[config.mk]
export PLATFORM = sky130hd
export DESIGN_NAME = id_check_scheduler
export DESIGN_NICKNAME = d
export VERILOG_FILES = /design/src/rtl/id_check_scheduler.sv
export SDC_FILE = /design/constraint.sdc
export NUM_CORES = 1
export LEC_CHECK = 0
export ABC_CLOCK_PERIOD_IN_PS = 3200
export BUFFER_PORTS_ARGS = -buffer_cell sky130_fd_sc_hd__buf_2
export CAP_MARGIN = 5
export CORE_ASPECT_RATIO = 1.1
export CORE_MARGIN = 2
export CORE_UTILIZATION = 25
export CTS_BUF_LIST = sky130_fd_sc_hd__clkbuf_8
export DETAILED_ROUTE_END_ITERATION = 8
export PLACE_DENSITY = 0.51
export SLEW_MARGIN = 10
export SYNTH_ARGS = -nofsm -noshare
export SYNTH_HDL_FRONTEND = slang
export SYNTH_SLANG_ARGS = --single-unit
[constraint.sdc]
create_clock -name clk -period 3.2 [get_ports clk]
set_input_delay 0.48 -clock clk [delete_from_list [all_inputs] [get_ports clk]]
set_output_delay 0.48 -clock clk [all_outputs]
set_load 0.005 [all_outputs]
[src/rtl/id_check_scheduler.sv]
// Round-robin time-sharing of one serial ID checker among NREQ requesters.
// Latches and format-screens a 10-char ID, streams it to the checker and returns the verdict.
//
// state | meaning
// IDLE  | no job; arbitrate among pending requests
// SEND  | streaming chars 0..9 to the checker, one per cycle
// WAIT  | waiting for checker verdict, bounded by TIMEOUT
// RESP  | one-cycle done pulse with verdict to the granted requester
// GAP   | idle cycles so the checker clears its counter/sum
module id_check_scheduler #(
  parameter int NREQ    = 4,
  parameter int GAP_CYC = 2,
  parameter int TIMEOUT = 16
) (
  input  logic                 clk,
  input  logic                 rst_n,
  input  logic [NREQ-1:0]      req,
  input  logic [NREQ*60-1:0]   req_id,
  output logic [NREQ-1:0]      grant,
  output logic [NREQ-1:0]      done,
  output logic                 done_legal,
  output logic                 done_err,
  output logic                 busy,
  output logic                 chk_in_valid,
  output logic [5:0]           chk_in_id,
  input  logic                 chk_out_valid,
  input  logic                 chk_out_legal
);

  localparam int IDX_W  = (NREQ > 1) ? $clog2(NREQ) : 1;
  localparam int WAIT_W = $clog2(TIMEOUT + 1);
  localparam int GAP_W  = $clog2(GAP_CYC + 1);

  typedef enum logic [2:0] {S_IDLE, S_SEND, S_WAIT, S_RESP, S_GAP} state_t;
  state_t state_q, state_d;

  logic [IDX_W-1:0]  rr_q, idx_q, pick_idx, gidx;
  logic              pick_found, fmt_ok;
  logic [59:0]       sel_id;
  logic [53:0]       sreg_q;
  logic [3:0]        send_cnt_q;
  logic [WAIT_W-1:0] wait_cnt_q;
  logic [GAP_W-1:0]  gap_cnt_q;
  logic [NREQ-1:0]   grant_d, done_d;
  logic              legal_d, err_d, civ_d, busy_d;
  logic [5:0]        cid_d;

  // Scan downward in offset so the lowest offset from rr_q wins.
  always_comb begin
    int j;
    j          = 0;
    pick_found = 1'b0;
    pick_idx   = '0;
    for (int i = NREQ - 1; i >= 0; i--) begin
      j = int'(rr_q) + i;
      if (j >= NREQ) j = j - NREQ;
      if (req[IDX_W'(j)]) begin
        pick_found = 1'b1;
        pick_idx   = IDX_W'(j);
      end
    end
  end

  always_comb begin
    sel_id = '0;
    for (int i = 0; i < NREQ; i++)
      if (pick_idx == IDX_W'(i)) sel_id = req_id[i*60 +: 60];
  end

  always_comb begin
    fmt_ok = (sel_id[5:0] >= 6'd10) && (sel_id[5:0] <= 6'd35);
    for (int k = 1; k < 10; k++)
      if (sel_id[k*6 +: 6] > 6'd9) fmt_ok = 1'b0;
  end

  assign gidx = (state_q == S_IDLE) ? pick_idx : idx_q;

  always_ff @(posedge clk or negedge rst_n) begin
    if (!rst_n) state_q <= S_IDLE;
    else        state_q <= state_d;
  end

  always_comb begin
    state_d = state_q;
    case (state_q)
      S_IDLE:  if (pick_found) state_d = fmt_ok ? S_SEND : S_RESP;
      S_SEND:  if (send_cnt_q == 4'd0) state_d = S_WAIT;
      S_WAIT:  if (chk_out_valid || wait_cnt_q == '0) state_d = S_RESP;
      S_RESP:  state_d = S_GAP;
      S_GAP:   if (gap_cnt_q == '0) state_d = S_IDLE;
      default: state_d = S_IDLE;
    endcase
  end

  // Next values of the registered outputs, keyed on the state being entered.
  always_comb begin
    grant_d = '0;
    done_d  = '0;
    legal_d = 1'b0;
    err_d   = 1'b0;
    civ_d   = 1'b0;
    cid_d   = '0;
    busy_d  = (state_d != S_IDLE);
    if (state_d == S_SEND || state_d == S_WAIT || state_d == S_RESP)
      grant_d = NREQ'(1) << gidx;
    if (state_d == S_SEND) begin
      civ_d = 1'b1;
      cid_d = (state_q == S_IDLE) ? sel_id[5:0] : sreg_q[5:0];
    end
    if (state_d == S_RESP) begin
      done_d = NREQ'(1) << gidx;
      if (state_q == S_WAIT && chk_out_valid) legal_d = chk_out_legal;
      else                                     err_d   = 1'b1;
    end
  end

  always_ff @(posedge clk or negedge rst_n) begin
    if (!rst_n) begin
      grant        <= '0;
      done         <= '0;
      done_legal   <= 1'b0;
      done_err     <= 1'b0;
      busy         <= 1'b0;
      chk_in_valid <= 1'b0;
      chk_in_id    <= '0;
    end else begin
      grant        <= grant_d;
      done         <= done_d;
      done_legal   <= legal_d;
      done_err     <= err_d;
      busy         <= busy_d;
      chk_in_valid <= civ_d;
      chk_in_id    <= cid_d;
    end
  end

  // Char 0 goes straight out of the request slice; chars 1..9 are held in sreg_q.
  always_ff @(posedge clk or negedge rst_n) begin
    if (!rst_n) begin
      rr_q       <= '0;
      idx_q      <= '0;
      sreg_q     <= '0;
      send_cnt_q <= '0;
      wait_cnt_q <= '0;
      gap_cnt_q  <= '0;
    end else begin
      case (state_q)
        S_IDLE: if (pick_found) begin
          idx_q      <= pick_idx;
          sreg_q     <= sel_id[59:6];
          send_cnt_q <= 4'd9;
        end
        S_SEND: begin
          sreg_q <= {6'd0, sreg_q[53:6]};
          if (send_cnt_q == 4'd0) wait_cnt_q <= WAIT_W'(TIMEOUT - 1);
          else                    send_cnt_q <= send_cnt_q - 4'd1;
        end
        S_WAIT: if (wait_cnt_q != '0) wait_cnt_q <= wait_cnt_q - WAIT_W'(1);
        S_RESP: begin
          rr_q      <= (idx_q == IDX_W'(NREQ - 1)) ? '0 : idx_q + IDX_W'(1);
          gap_cnt_q <= GAP_W'(GAP_CYC - 1);
        end
        S_GAP:  if (gap_cnt_q != '0) gap_cnt_q <= gap_cnt_q - GAP_W'(1);
        default: ;
      endcase
    end
  end

endmodule

==> results.sh <==
export IMPL_status="finished with violations"
export IMPL_violations="negative setup slack"
export IMPL_clk_latency_ns=0.39
export IMPL_slew_violations=0
export IMPL_antenna_found_initial=1
export IMPL_crit_required_ns=3.44
export IMPL_drt_pass1_iter_count=4
export IMPL_synth_top_area_share_pct=38.9
export IMPL_synth_top_family_by_area="multiplexers"
export IMPL_grt_usage_pct=15.8
export IMPL_tritoncts="done"
export IMPL_ys_flop_type="dfrtp_1"
export IMPL_cts_sinks=90
export IMPL_setup_slack_ns=-0.0653
export IMPL_dieArea_um2=24400
export IMPL_synth_largest_area_cell="dfrtp_1"
export IMPL_synth_xor_area_share_pct=0.453
export IMPL_drt_iter0_drc=275
export IMPL_final_cell_mix="buf_2, nand2_1, dfrtp_1"
export IMPL_path_class="flip-flop to flip-flop"
export IMPL_crit_fanout=11
export IMPL_postSynthAreaPerCell_um2=10.4
export IMPL_layout_nets=1123
export IMPL_synth_cell_types=60
export IMPL_synth_edf_count=0
export IMPL_fillers=2386
export IMPL_clk_pin_slew_ns=0.10
export IMPL_syn_to_final_growth_pct=40.2
export IMPL_finalWirelength_um=19900
export IMPL_ant_nets=0
export IMPL_avgViaCountPerCell=4.75
export IMPL_finalSetupTns_ns=-0.308
export IMPL_synthTopCellsByArea="dfrtp_1, mux4_2, mux4_1"
export IMPL_leakage_nw=4.05
export IMPL_fin_crit_sh_pct=102
export IMPL_max_slew_margin_pct=21.0
export IMPL_max_freq_mhz=306
export IMPL_peakVddDrop_mv=0.335
export IMPL_cts_root_buf="clkbuf_8"
export IMPL_hold_ws_ns=0.0780
export IMPL_tightest_slew_ns=1.18
export IMPL_rows=58
export IMPL_grt_overflow=0
export IMPL_synth_adder_area_share_pct=1.08
export IMPL_finalSetupViolations=7
export IMPL_async_flop_share_pct=100
export IMPL_drv_cap=0
export IMPL_fin_worst_skew_ns=0.0153
export IMPL_syn_inst=557
export IMPL_synth_area_mux_share_pct=25.5
export IMPL_h_tree_depth=3
export IMPL_ctsLongestPathBuffers=2
export IMPL_io_pins=266
export IMPL_end_kind="flip-flop"
export IMPL_dieHeight_um=164
export IMPL_syn_nets=810
export IMPL_finalCoreUtilization_pct=35.7
export IMPL_drc=0
export IMPL_ctsHoldBuffers=0
export IMPL_power_mw=6.92
export IMPL_coreArea_um2=22800
export IMPL_start_util_pct=25.4
export IMPL_gp_congestion=0.794
export IMPL_hp_class="primary input to async pin"
export IMPL_critPathLaunchType="flip-flop"
export IMPL_wl_per_cell_um=16.9
export IMPL_ys_seq_elements=90
export IMPL_grt_pass1_wl_um=29800
export IMPL_final_hold_violation_count=0
export IMPL_rsz0062_at_grt="yes"
export IMPL_final_common_cell="buf_2"
export IMPL_drive_gt1_share_pct=48.1
export IMPL_ys_seq_area_share_pct=38.9
export IMPL_powerDensity_nw_per_um2=852
export IMPL_io_buffers=265
export IMPL_first_global_vias=5514
export IMPL_fin_crit_ns=3.27
export IMPL_vias=5582
export IMPL_cts_buffers=9
export IMPL_worst_endpoint_arrival_ns=3.51
export IMPL_die_w_um=149
export IMPL_yosysWarnings=0
export IMPL_synth_area_um2=5800
export IMPL_synth_compound_area_share_pct=13.7
export IMPL_dp_hpwl_um=15400
export IMPL_synthSimpleGateAreaFrac_pct=16.3
export IMPL_grt_max_degree=52
[cells in the mapped netlist (7+ instances only)]
| cell | number |
|---|---|
| nor3_1 | 8 |
| a22oi_1 | 47 |
| nor2_1 | 28 |
| and3_1 | 7 |
| clkbuf_1 | 18 |
| nand3_1 | 24 |
| or4_1 | 7 |
| mux2_2 | 15 |
| mux4_2 | 22 |
| a21oi_1 | 11 |
| o21ai_0 | 24 |
| mux4_1 | 16 |
| nand2_1 | 106 |
| dfrtp_1 | 90 |
| mux2i_1 | 39 |
| inv_1 | 9 |
[state kept, by name, indices dropped and copies added, names as in the netlist]
register and flops:
busy 1, chk_in_id 6, chk_in_valid 1, done 4, done_err 1, done_legal 1, gap_cnt_q 2, grant 4
idx_q 2, rr_q 2, send_cnt_q 4, sreg_q 54, state_q 3, wait_cnt_q 5
[final timing paths]
check | startpoint | end | slack (ns) | depth (start not counted)
min | rst_n | grant[3]$_DFF_PN0_ | 0.08 | 1
min reg2reg | sreg_q[22]$_DFFE_PN0P_ | sreg_q[22]$_DFFE_PN0P_ | 0.51 | 2
max in group asynchronous | rst_n | chk_in_id[0]$_DFF_PN0_ | 2.44 | 2
max | rr_q[1]$_DFFE_PN0P_ | done[2]$_DFF_PN0_ | -0.07 | 10
max reg2reg | rr_q[1]$_DFFE_PN0P_ | done[2]$_DFF_PN0_ | -0.07 | 10
min in group clk | chk_out_legal | done_legal$_DFF_PN0_ | 0.35 | 2
[per-stage QoR]
step | instance area (µm²) | std cells | worst slack (ns)
2_1_floorplan | 5800 | 557 | 0.0157
3_3_place_gp | 7840 | 1150 | -0.330
3_5_place_dp | 7840 | 1150 | -0.398
4_1_cts | 8030 | 1168 | -0.0752
5_1_grt | 8120 | 1176 | -0.171
6_report | 8120 | 1176 | -0.0653
[cell type report]
class | count | area, µm² | share of cell area, %
Inverter | 9 | 33.8 | 0.416
Timing Repair Buffer | 337 | 1940 | 23.9
Antenna cell | 1 | 2.50 | 0.0308
Clock inverter | 7 | 60.1 | 0.739
Clock buffer | 9 | 124 | 1.52
Tap cell | 300 | 375 | 4.62
Sequential cell | 90 | 2250 | 27.7
Multi-Input combinational cell | 423 | 3330 | 41.0
[metal layers]
layer | part of all wire (%) | wire length [µm] | GRT usage [%]
met5 | 0 | 0 | 0
met4 | 1.7 | 341 | 4.59
met1 | 44 | 8680 | 20.9
met2 | 48 | 9600 | 26.5
met3 | 6.6 | 1310 | 2.86
[worst max-delay path: stages, from the launching register on]
cell and delay, ns:
dfrtp_2 0.45, mux2i_1 0.15, o2bb2ai_2 0.16, nor2_4 0.12, buf_12 0.16, mux4_2 0.51
or4_1 0.52, or4_4 0.55, o31ai_2 0.23, buf_4 0.19, a21oi_1 0.08
[cells by family (layout without fill, tap and decap cells)]
logic type,after synthesis,in the layout
compound gates,116,116
flops,90,90
other cells,0,1
fa+ha+maj,5,5
buf+inv,45,362
xor+xnor,3,3
simple gates,206,207
mux,92,92
[timing repair]
item | in CTS | in global routing
pin swaps | 0 | 0
setup buffers | 2 | 5
endpoints found under the setup margin | 13 | 13
gates resized for setup | 14 | 6
cloned | 0 | 2
[report_power, final]
| part | switching [mW] | leakage, nW | internal (mW) |
|---|---|---|---|
| clock network | 0.460 | 0.0897 | 0.296 |
| logic | 2.22 | 2.83 | 1.97 |
| registers | 0.314 | 1.12 | 1.66 |
| total | 2.99 | 4.05 | 3.93 |
No activity file was read; power rests on OpenSTA's default activity.
